[src/rtl/nibble_serial_add_ctrl.sv]
// Nibble-serial adder controller: sequences two W-bit operands one nibble per cycle
// through an external 4-bit parallel adder and presents the W-bit sum with carry-out.
module nibble_serial_add_ctrl #(
  parameter int unsigned NIBBLES = 4
) (
  input  logic                 clk,
  input  logic                 rst,
  input  logic                 in_valid,
  output logic                 in_ready,
  input  logic [4*NIBBLES-1:0] op_a,
  input  logic [4*NIBBLES-1:0] op_b,
  input  logic                 op_cin,
  output logic [3:0]           add_a,
  output logic [3:0]           add_b,
  output logic                 add_cin,
  input  logic [3:0]           add_sum,
  input  logic                 add_cout,
  output logic                 out_valid,
  input  logic                 out_ready,
  output logic [4*NIBBLES-1:0] result,
  output logic                 result_cout
);

  localparam int unsigned W  = 4 * NIBBLES;
  localparam int unsigned IW = (NIBBLES > 1) ? $clog2(NIBBLES) : 1;

  typedef enum logic [1:0] {
    IDLE,
    ADD,
    DONE
  } state_t;

  state_t          state, state_nx;
  logic [W-1:0]    a_q, b_q, res_q;
  logic            carry_q;
  logic [IW-1:0]   idx_q;
  logic            last;
  logic [3:0]      nib_a, nib_b;

  assign last = (idx_q == IW'(NIBBLES - 1));

  always_ff @(posedge clk) begin
    if (rst) state <= IDLE;
    else     state <= state_nx;
  end

  always_comb begin
    state_nx = state;
    unique case (state)
      IDLE:    if (in_valid)  state_nx = ADD;
      ADD:     if (last)      state_nx = DONE;
      DONE:    if (out_ready) state_nx = IDLE;
      default:                state_nx = IDLE;
    endcase
  end

  // Nibble mux is driven only from registered operands and index
  always_comb begin
    nib_a = '0;
    nib_b = '0;
    for (int unsigned i = 0; i < NIBBLES; i++) begin
      if (idx_q == IW'(i)) begin
        nib_a = a_q[4*i +: 4];
        nib_b = b_q[4*i +: 4];
      end
    end
  end

  always_comb begin
    in_ready    = (state == IDLE);
    out_valid   = (state == DONE);
    add_a       = '0;
    add_b       = '0;
    add_cin     = 1'b0;
    if (state == ADD) begin
      add_a   = nib_a;
      add_b   = nib_b;
      add_cin = carry_q;
    end
    result      = res_q;
    result_cout = carry_q;
  end

  always_ff @(posedge clk) begin
    if (rst) begin
      a_q     <= '0;
      b_q     <= '0;
      res_q   <= '0;
      carry_q <= 1'b0;
      idx_q   <= '0;
    end else begin
      unique case (state)
        IDLE: begin
          if (in_valid) begin
            a_q     <= op_a;
            b_q     <= op_b;
            carry_q <= op_cin;
            idx_q   <= '0;
          end
        end
        ADD: begin
          for (int unsigned i = 0; i < NIBBLES; i++) begin
            if (idx_q == IW'(i)) res_q[4*i +: 4] <= add_sum;
          end
          carry_q <= add_cout;
          if (!last) idx_q <= idx_q + 1'b1;
        end
        default: ;
      endcase
    end
  end

endmodule

[config.mk]
export PLATFORM = sky130hd
export DESIGN_NAME = nibble_serial_add_ctrl
export DESIGN_NICKNAME = d
export VERILOG_FILES = /design/src/rtl/nibble_serial_add_ctrl.sv
export SDC_FILE = /design/constraint.sdc
export NUM_CORES = 1
export LEC_CHECK = 0
export ABC_AREA = 1
export BUFFER_PORTS_ARGS = -buffer_cell sky130_fd_sc_hd__buf_2
export CORE_MARGIN = 2
export CORE_UTILIZATION = 40
export DETAILED_ROUTE_END_ITERATION = 8
export HOLD_SLACK_MARGIN = 0.06
export MAX_ROUTING_LAYER = met4
export PLACE_DENSITY = 0.66
export SETUP_SLACK_MARGIN = 0.1
export SLEW_MARGIN = 20
export SYNTH_ARGS = -nofsm -noshare
export SYNTH_HDL_FRONTEND = slang
export SYNTH_SLANG_ARGS = --single-unit
[constraint.sdc]
create_clock -name clk -period 1.6 [get_ports clk]
set_clock_uncertainty 0.05 [all_clocks]
set_input_delay 0.16 -clock clk [delete_from_list [all_inputs] [get_ports clk]]
set_output_delay 0.16 -clock clk [all_outputs]
set_load 0.03 [all_outputs]
# After elaboration in Yosys (flattened, before gate mapping)
# Cells that the tools add are included.
# op_classes
add_sub_neg	1
eq_ne	9
muxes	20
n_reduce_logical	11
# op_table
operator	count
4-bit two-way mux	10
2-bit AND reduction	6
2-bit two-way mux	5
2-bit equality test, second input constant	3
2-bit != test, second input constant	3
2-bit one-hot mux with 3 select lines	1
3-bit AND reduction	2
2-bit by 1-bit equality test with 1-bit output, second input constant	2
2-bit zero test	2
2-bit one-hot mux with 2 select lines	1
2-bit by 1-bit adder with 2-bit output, second input constant	1
1-bit two-way mux	2
2-bit by 1-bit != test with 1-bit output, second input constant	1
1-bit one-hot mux with 2 select lines	1
2-bit nonzero test	1
# word_totals
ff_bits	53
word_cells	50

# Logic depth before layout (Yosys ltp)
# depth
depth_word	6
mapped_depth	8
depth_no_buf	7

# Worst setup path before layout
# Ideal clock, no wire load.
# synth_path
kind	register -> output
start	register idx_q[0]
end	output add_a[0]
arrival_ns	1.291
slack_ns	0.099
stages_incl_launch_ff	9
path_buffers	1
cell_sequence	dfxtp_1 > inv_1 > ha_1 > buf_4 > clkinv_1 > nor2_1 > nor2_1 > nand2_1 > nand2_1
# synth_via
elab_chain_cells	6
word_cells_on_any_way	9
classes_between	eq/ne: 3; mux: 5; reduce/logical: 1
# synth_rtl
element	line	rtl
from (decl)	36	logic [IW-1:0] idx_q;
from (signal assigned)	106	if (!last) idx_q <= idx_q + 1'b1;
2-bit zero test	62	if (idx_q == IW'(i)) begin
4-bit two-way mux (3 in a row)	62	
4-bit two-way mux *	62	
4-bit two-way mux *	75	if (state == ADD) begin
to (decl)	13	output logic [3:0] add_a,
# Mark *: on every way between the ends. The rest lies on a longest branch, timed or not.

# Final worst setup path
# layout_path
start	register idx_q[1]
end	output add_b[0]
# layout_via
elab_chain_cells	6
word_cells_on_any_way	9
classes_between	eq/ne: 3; mux: 5; reduce/logical: 1
# layout_rtl
element	line	rtl
2-bit zero test	62	
4-bit two-way mux (3 in a row)	62	
4-bit two-way mux *	62	
4-bit two-way mux *	75	
to (decl)	14	output logic [3:0] add_b,
# Marked as above.

==> results.sh <==
export IMPL_comb_power_share_pct=23.3
export IMPL_core_um2=5510
export IMPL_die_area_um2=6350
export IMPL_first_global_vias=2230
export IMPL_final_nets=469
export IMPL_rsz0062_at_grt="true"
export IMPL_insertion_delay_ps=300
export IMPL_die_width_um=79.7
export IMPL_hold_depth=3
export IMPL_overflow=0
export IMPL_fin_crit_sh_pct=108
export IMPL_dr_pass1_iters=4
export IMPL_root_buffer="clkbuf_8"
export IMPL_worst_ep_arrival_time_ps=1520
export IMPL_syn_area_um2=2290
export IMPL_syn_nets=374
export IMPL_place_congestion=0.789
export IMPL_ir_drop_v=0.000391
export IMPL_required_ps=1390
export IMPL_drc_errors=0
export IMPL_via_per_inst=4.81
export IMPL_vias=2388
export IMPL_mostFrequentLayoutCell="nor2_1"
export IMPL_ys_ff_latch=53
export IMPL_power_density_nw_per_um2=883
export IMPL_dp_cells=469
export IMPL_slowest_stage="dfxtp_4"
export IMPL_syn_inst=328
export IMPL_synth_seq_area_share_pct=46.3
export IMPL_io_buffer_count=69
export IMPL_numCtsBuffers=5
export IMPL_cts_clk_slew_worst_paths_ps=90
export IMPL_ios=70
export IMPL_fmax_mhz=580
export IMPL_r2r_cells=8
export IMPL_antenna_found_initial=0
export IMPL_antennaDiodeCount=0
export IMPL_final_min_clock_period_ps=1730
export IMPL_outcome="finished with violations"
export IMPL_path_cells="inv_4 -> ha_4 -> buf_6 -> a21oi_2 -> nand2_1 -> nand2_1 -> nand2_2 -> buf_6"
export IMPL_layout_cells_non_filler=496
export IMPL_start_kind="flip-flop"
export IMPL_p_clk_share_pct=25.2
export IMPL_p_sw_mw=0.869
export IMPL_synth_warning_count=0
export IMPL_critical_path_class="flip-flop to output port"
export IMPL_mostFrequentLayoutCells="109 x nor2_1, 60 x buf_2, 49 x dfxtp_1, 38 x nand2_1, 32 x o21ai_0"
export IMPL_hold_slack_ps=61.6
export IMPL_drtIter0Drc=109
export IMPL_htree_num_levels=2
export IMPL_p_leak_nw=1.55
export IMPL_maxCapViolCount=0
export IMPL_switching_share_pct=30.3
export IMPL_synth_cell_type_count=20
export IMPL_clockBufferDepth=2
export IMPL_synth_async_reset_ratio_pct=0
export IMPL_grt_use_total_pct=21.0
export IMPL_post_place_ws_ps=-104
export IMPL_tightest_slew_ps=337
export IMPL_finalSetupViolations=8
export IMPL_power_internal_mw=2.00
export IMPL_fp_dieH_um=79.7
export IMPL_drtAntennaViolNets=0
export IMPL_synth_edf_count=0
export IMPL_hold_violations=0
export IMPL_grt_max_degree=33
export IMPL_slew_headroom_pct=77.5
export IMPL_syn_to_final_growth_pct=41.5
export IMPL_start_util_pct=41.6
export IMPL_min_path_type="input pin to flip-flop"
export IMPL_failed_checks="negative setup slack"
export IMPL_cts_tree="done"
export IMPL_avgSynthCellArea_um2=6.99
export IMPL_dp_hpwl_um=4330
export IMPL_setup_ws_ps=-125
export IMPL_max_stage_delay_ps=390
export IMPL_wire_per_inst_um=12.9
export IMPL_routed_wl_um=6400
export IMPL_finalMaxSlewViolations=0
export IMPL_place_area_um2=2770
export IMPL_grt_pass1_wl_um=10200
export IMPL_tns_ps=-866
export IMPL_crit_fanout=6
export IMPL_fin_util_pct=58.9
export IMPL_synth_ff_type="dfxtp_1"
export IMPL_rows=27
export IMPL_cts_sinks=53
export IMPL_seqPwrFrac_pct=51.5
export IMPL_fin_area_um2=3240
export IMPL_p_total_mw=2.87
export IMPL_endpoint_kind="output port"
export IMPL_drive_gt1_share_pct=34.0
layer usage:
layer  up-vias  track usage (%)  routed length [um]
met2        60             35.8                3180
met1      1094             25.7                2860
li1       1227                -                   -
met5         -                -                   0
met4         0             6.03                  70
met3         7             3.17                 293
cell type report:
cell class / instances / area [um^2]
repair buffers: 102 / 701
flip-flops and latches: 53 / 1080
inverters: 16 / 85.1
clock buffers: 6 / 72.6
multi-input cells: 245 / 1210
clock inverters: 2 / 10.0
well taps: 72 / 90.1
fillers: 514 / 2260
path summary, 6_finish.rpt:
path / from / endpoint / slack (ps)
setup / recovery: idx_q[1] / add_b[0] / -130
hold / removal: op_a[2] / a_q[2] / 60
setup reg to reg: idx_q[0] / result[15] / 140
hold reg to reg: result[0] / result[0] / 420
kinds of logic (layout without fill, tap and decap cells):
| kind of cell | after synthesis | count (layout) | synth area share, % |
|---|---|---|---|
| buf+inv | 31 | 126 | 6.50 |
| compound gates | 60 | 60 | 13.1 |
| fa+ha+maj | 4 | 4 | 2.18 |
| flops | 53 | 53 | 46.3 |
| simple gates | 180 | 181 | 31.9 |
power groups by stage:
stage	registers [mW]	clock network (mW)	logic (mW)
floorplan	1.52	0	0.334
global placement	1.49	0	0.550
detailed placement	1.50	0	0.557
CTS	1.48	0.751	0.633
global route	1.49	0.786	0.736
finish	1.48	0.721	0.668
flip-flops by register name, indices dropped and copies added, names as in the netlist:
register / flops
a_q: 16
result: 16
state: 2
idx_q: 2
b_q: 16
result_cout: 1
critical path, delay by kind of cell, from the launching register on:
kind            cells  cell delay (ps)
buf+inv             3              320
simple gates        3              180
fa+ha+maj           1              190
flops               1              390
compound gates      1              120
synth_stat cells, types with 4 or more instances:
library cell	count	share of area, %
nor2_1	115	19
dfxtp_1	53	46
nand2_1	46	7.5
o21ai_0	36	7.9
a21oi_1	15	3.3
inv_1	12	2.0
nand3_1	12	2.6
o21ai_1	9	2.0
buf_4	5	1.6
buf_2	4	0.87
clkbuf_1	4	0.65
ha_1	4	2.2
repair_timing:
action	in CTS	in global routing
cloned	1	0
setup endpoints to repair	19	25
hold endpoints to repair	13	1
gates resized for setup	53	20
pin swaps	7	17
buffers inserted	2	5
hold buffers	10	1
No activity file was read; power rests on OpenSTA's default activity.
